[config.mk]
export PLATFORM = sky130hd
export DESIGN_NAME = map_ss_seq
export DESIGN_NICKNAME = d
export VERILOG_FILES = /design/src/rtl/map_ss_seq.sv
export SDC_FILE = /design/constraint.sdc
export NUM_CORES = 1
export LEC_CHECK = 0
export BUFFER_PORTS_ARGS = -buffer_cell sky130_fd_sc_hd__buf_2
export CORE_ASPECT_RATIO = 1.4
export CORE_MARGIN = 2
export CORE_UTILIZATION = 35
export CTS_CLUSTER_DIAMETER = 60
export DETAILED_ROUTE_END_ITERATION = 10
export PLACE_DENSITY = 0.59
export SYNTH_ARGS = -nofsm -noshare
export SYNTH_HDL_FRONTEND = slang
export SYNTH_SLANG_ARGS = --single-unit
[constraint.sdc]
create_clock -name m2 -period 2.7 [get_ports m2]
set_input_delay 0.135 -clock m2 [delete_from_list [all_inputs] [get_ports m2]]
set_output_delay 0.135 -clock m2 [all_outputs]
set_load 0.02 [all_outputs]
[src/rtl/map_ss_seq.sv]
// Save-state sequencer: walks ss_addr 0..SS_LEN-1, moving one byte per address between mapper and state memory.
// Optional running checksum on csum when MAP_SS_CSUM_EN is defined.
module map_ss_seq #(
    parameter int          SS_LEN   = 128,
    parameter logic [15:0] MEM_BASE = 16'h0000
) (
    input  logic        m2,
    input  logic        map_rst,
    input  logic        start,
    input  logic        op,
    input  logic        abort,
    output logic        busy,
    output logic        done,
    output logic        aborted,
    output logic        ss_act,
    output logic        ss_we,
    output logic [7:0]  ss_addr,
    output logic [7:0]  ss_wdat,
    input  logic [7:0]  ss_rdat,
    output logic        mem_req,
    output logic        mem_we,
    output logic [15:0] mem_addr,
    output logic [7:0]  mem_wdat,
    input  logic [7:0]  mem_rdat,
    input  logic        mem_ack,
    output logic [7:0]  csum
);

    typedef enum logic [2:0] {IDLE, S_RD, S_WR, L_RD, L_WR, FIN} state_t;

    localparam logic [7:0] LAST_IDX = 8'(SS_LEN - 1);

    state_t     state, state_nxt;
    logic [7:0] idx, idx_nxt;
    logic [7:0] data, data_nxt;
    logic       aborted_q, aborted_nxt;
    logic       start_acc;
    logic       byte_vld;
    logic [7:0] byte_val;

    always_ff @(negedge m2) begin
        if (map_rst) begin
            state     <= IDLE;
            idx       <= 8'h00;
            data      <= 8'h00;
            aborted_q <= 1'b0;
        end else begin
            state     <= state_nxt;
            idx       <= idx_nxt;
            data      <= data_nxt;
            aborted_q <= aborted_nxt;
        end
    end

    // Abort takes priority over every other input in the busy states, including mem_ack.
    always_comb begin
        state_nxt   = state;
        idx_nxt     = idx;
        data_nxt    = data;
        aborted_nxt = 1'b0;
        start_acc   = 1'b0;
        byte_vld    = 1'b0;
        byte_val    = 8'h00;
        case (state)
            IDLE: begin
                if (start) begin
                    start_acc = 1'b1;
                    idx_nxt   = 8'h00;
                    state_nxt = op ? L_RD : S_RD;
                end
            end
            S_RD: begin
                if (abort) begin
                    state_nxt   = IDLE;
                    aborted_nxt = 1'b1;
                end else begin
                    data_nxt  = ss_rdat;
                    byte_vld  = 1'b1;
                    byte_val  = ss_rdat;
                    state_nxt = S_WR;
                end
            end
            S_WR: begin
                if (abort) begin
                    state_nxt   = IDLE;
                    aborted_nxt = 1'b1;
                end else if (mem_ack) begin
                    if (idx == LAST_IDX) begin
                        state_nxt = FIN;
                    end else begin
                        idx_nxt   = idx + 8'd1;
                        state_nxt = S_RD;
                    end
                end
            end
            L_RD: begin
                if (abort) begin
                    state_nxt   = IDLE;
                    aborted_nxt = 1'b1;
                end else if (mem_ack) begin
                    data_nxt  = mem_rdat;
                    byte_vld  = 1'b1;
                    byte_val  = mem_rdat;
                    state_nxt = L_WR;
                end
            end
            L_WR: begin
                if (abort) begin
                    state_nxt   = IDLE;
                    aborted_nxt = 1'b1;
                end else if (idx == LAST_IDX) begin
                    state_nxt = FIN;
                end else begin
                    idx_nxt   = idx + 8'd1;
                    state_nxt = L_RD;
                end
            end
            FIN:     state_nxt = IDLE;
            default: state_nxt = IDLE;
        endcase
    end

    // Address/data outputs are gated so that IDLE presents all zeros.
    always_comb begin
        busy     = (state == S_RD) || (state == S_WR) || (state == L_RD) || (state == L_WR);
        ss_act   = busy;
        done     = (state == FIN);
        aborted  = aborted_q;
        ss_we    = (state == L_WR);
        ss_addr  = busy ? idx : 8'h00;
        ss_wdat  = ss_we ? data : 8'h00;
        mem_req  = (state == S_WR) || (state == L_RD);
        mem_we   = (state == S_WR);
        mem_addr = mem_req ? (MEM_BASE + {8'h00, idx}) : 16'h0000;
        mem_wdat = mem_we ? data : 8'h00;
    end

`ifdef MAP_SS_CSUM_EN
    function automatic logic [7:0] csum_add(input logic [7:0] acc, input logic [7:0] b);
        return acc + b;
    endfunction

    logic [7:0] csum_q;

    always_ff @(negedge m2) begin
        if (map_rst) begin
            csum_q <= 8'h00;
        end else if (start_acc) begin
            csum_q <= 8'h00;
        end else if (byte_vld) begin
            csum_q <= csum_add(csum_q, byte_val);
        end
    end

    assign csum = csum_q;
`else
    logic unused_csum;
    assign unused_csum = ^{start_acc, byte_vld, byte_val};
    assign csum        = 8'h00;
`endif

endmodule

==> out/metrics.cfg <==
[synth]
synth_top_area_cell=dfxtp_1
synth_area_leaders=dfxtp_1 (25%), and2_1 (12%), buf_4 (8.3%), nand3_1 (4.0%), nand2b_1 (3.5%)
avgSynthCellArea_um2=8.32
yosysSeqAreaShare_pct=24.5
synth_area_mm2=0.00163
synth-adder-area-share_pct=0.767
synth_top_family_by_area=simple AND/OR/NAND/NOR gates
ys.flop_type=dfxtp_1
yosys.area_share.simple_pct=43.8
synth_compound_area_share_pct=14.0
yosysUniqueCellTypes=53
ys_ff_latch=20
netlist_instances=196
synth_edf_count=0
yosysTopAreaCellShare_pct=24.5
yosys_warnings=0
muxShareOfSynthArea_pct=2.15
synth_xor_area_share_pct=2.22
async_reset_ff_share_pct=0

[critical_path]
ff2ff_setup_slack_ps=800
critical_path.max_fanout=10
crit_slowest_cell=dfxtp_2
slowest_delay_ps=330
path_common_cell=buf_6
crit_required_ps=2570
crit_family=buffers and inverters
path_cells=buf_6 -> nor3b_4 -> buf_6 -> and2_1 -> buf_6
path_class=reg -> out
endpoint_kind=output pin
arrival_ps=2820
setup.worst_path.start_class=flip-flop
critPathBufInv=3

[min_path]
min_path_type=reg -> reg

[status]
outcome=finished with violations
violations=negative setup slack

[floorplanning]
dieHeight_um=84.8
num_rows=29
core_mm2=0.00450
dieArea_mm2=0.00523
die_w_um=61.7
io_pins=77
initial_core_util_pct=36.3

[global_route]
grt.overflow.total=0
grt_pass1_wl_um=7910
grt_util_all_layers_pct=19.4
grt_pass1_vias=1817
grt_antenna_before_repair=0
grt_max_degree=17

[timing]
finalWorstSetupSlack_ps=-258
whs_ps=503
skew_ps=13.2
hold_viol_final=0
slew_violations=0
rsz0062_at_grt=yes
setup_viol=37

[routing]
route.detailed.drc=0
finalWirelength_um=5070
wl_per_cell_um=13.9
vias_per_cell=4.89
detail-route-antenna-nets=0
drt_iter0_markers=51
vias=1779
drtPass1Iterations=4

[clocking]
cts_sinks=20
ctsHoldBuffers=0
root_buffer=clkbuf_8
numCtsBuffers=3
clk_pin_slew_ps=40
cts_buffer_depth=2
h-tree-depth=1
cts_tree=done
clkLatencyLatePin_ps=340

[power_and_ir_drop]
leakagePower_nw=1.29
power_density_mw_per_mm2=358
vdd_drop_max_v=0.000177

[layout]
antenna_cells=0
fillers=435
drive_gt1_share_pct=50.3
utilization_pct=60.3
synthToLayoutAreaGrowth_pct=66.3
nNetsFinal=326

[placement]
hpwl_um=3160
finalWeightedCongestion=0.806
port_buffers=60

[job]
maxCapViolCount=0

[power breakdown]
group          total [mW]  internal (mW)  switching (mW)  leakage (nW)
Clock               0.331          0.144           0.187         0.133
Sequential          0.322          0.310          0.0124         0.164
Combinational       0.318          0.165           0.154         0.989
Total               0.972          0.618           0.353          1.29
[final cells by class]
cell class                 instances  area, um2  share of cell area (%)
multi-input combinational        163       1220                    45.0
timing repair buffer              94        882                    32.5
sequential                        20        407                    15.0
clock inverter                    21       81.3                    3.00
tap                               62       77.6                    2.86
clock buffer                       3       41.3                    1.52
inverter                           1       3.75                   0.138
[worst min-delay path: stages (launching register included)]
cell,delay (ps)
dfxtp_1,300
nor2_1,100
a311oi_1,50
[metrics by stage]
| stage | instance area, um2 | power (mW) | setup slack, ps | setup TNS, ps | instances |
|---|---|---|---|---|---|
| after floorplan | 1730 | 0.537 | -19.6 | -157 | 211 |
| after global placement | 2060 | 0.593 | 43.2 | 0 | 325 |
| after detailed placement | 2060 | 0.595 | 32.8 | 0 | 325 |
| after CTS | 2580 | 0.962 | -232 | -5760 | 358 |
| after global routing | 2710 | 1.04 | -296 | -8470 | 364 |
| final | 2710 | 0.972 | -258 | -6860 | 364 |
[kinds of logic after synthesis]
| kind of cell | after synthesis |
|---|---|
| XOR/XNOR | 2 |
| adder cells (fa/ha/maj) | 1 |
| other | 1 |
| AO/OA/AOI/OAI | 26 |
| flip-flops | 20 |
| multiplexers | 3 |
| AND/OR/NAND/NOR | 114 |
| buffers and inverters | 29 |
[repair_timing]
item	CTS	global route
setup buffers	7	6
cloned	3	1
resized for setup	99	25
pin swaps	8	3
endpoints found under the setup margin	38	38
[final timing paths]
kind                                from         end  cells after the start
worst max register to register    idx[0]      idx[0]                      5
worst min-delay path             data[2]     data[2]                      2
worst max-delay path            state[0]  ss_wdat[2]                      5
worst min register to register   data[2]     data[2]                      2
[cells in the mapped netlist, types with 2 or more instances]
| library cell | number |
|---|---|
| mux2i_1 | 2 |
| clkbuf_1 | 4 |
| inv_1 | 2 |
| nor2_1 | 13 |
| nand2_1 | 12 |
| buf_4 | 18 |
| o21ai_1 | 2 |
| and3_1 | 2 |
| nand2b_1 | 9 |
| o211ai_2 | 2 |
| o211ai_1 | 2 |
| o32a_1 | 3 |
| dfxtp_1 | 20 |
| nand4b_1 | 2 |
| nand3b_1 | 2 |
| a311oi_1 | 6 |
| o21ai_0 | 3 |
| a311oi_2 | 2 |
| and2b_2 | 2 |
| nor2b_1 | 4 |
| buf_6 | 3 |
| or3_1 | 3 |
| nand3_1 | 13 |
| or3b_1 | 2 |
| nor3_1 | 3 |
| a21oi_1 | 2 |
| and2_1 | 32 |
[state kept, by name (all words and copies together) (netlist names)]
| name | count |
|---|---|
| aborted | 1 |
| data | 8 |
| idx | 8 |
| state | 3 |
[routing by layer]
layer | GRT usage (%) | vias up | share of wire, %
met2 | 35.3 | 73 | 56
met3 | 2.93 | 6 | 5.3
met1 | 21.6 | 831 | 37
met4 | 6.96 | 0 | 1.1
li1 | - | 869 | -
met5 | 0 | - | 0
[cell usage in the layout, fill, tap and decap left out, types with 3 or more instances in the layout]
cell type and count:
and2_1 7, buf_2 22, buf_8 3, nor3_1 3, nand3_1 13, clkbuf_8 3
buf_4 25, xnor2_4 3, or3_1 3, nand2b_1 9, a311oi_1 6, nand2_1 11
o21ai_0 3, nor2_1 11, dfxtp_1 17, nor2b_1 3, buf_6 41, conb_1 16
inv_1 21, o32a_1 3, and2_4 25
No activity file was read; power rests on OpenSTA's default activity.
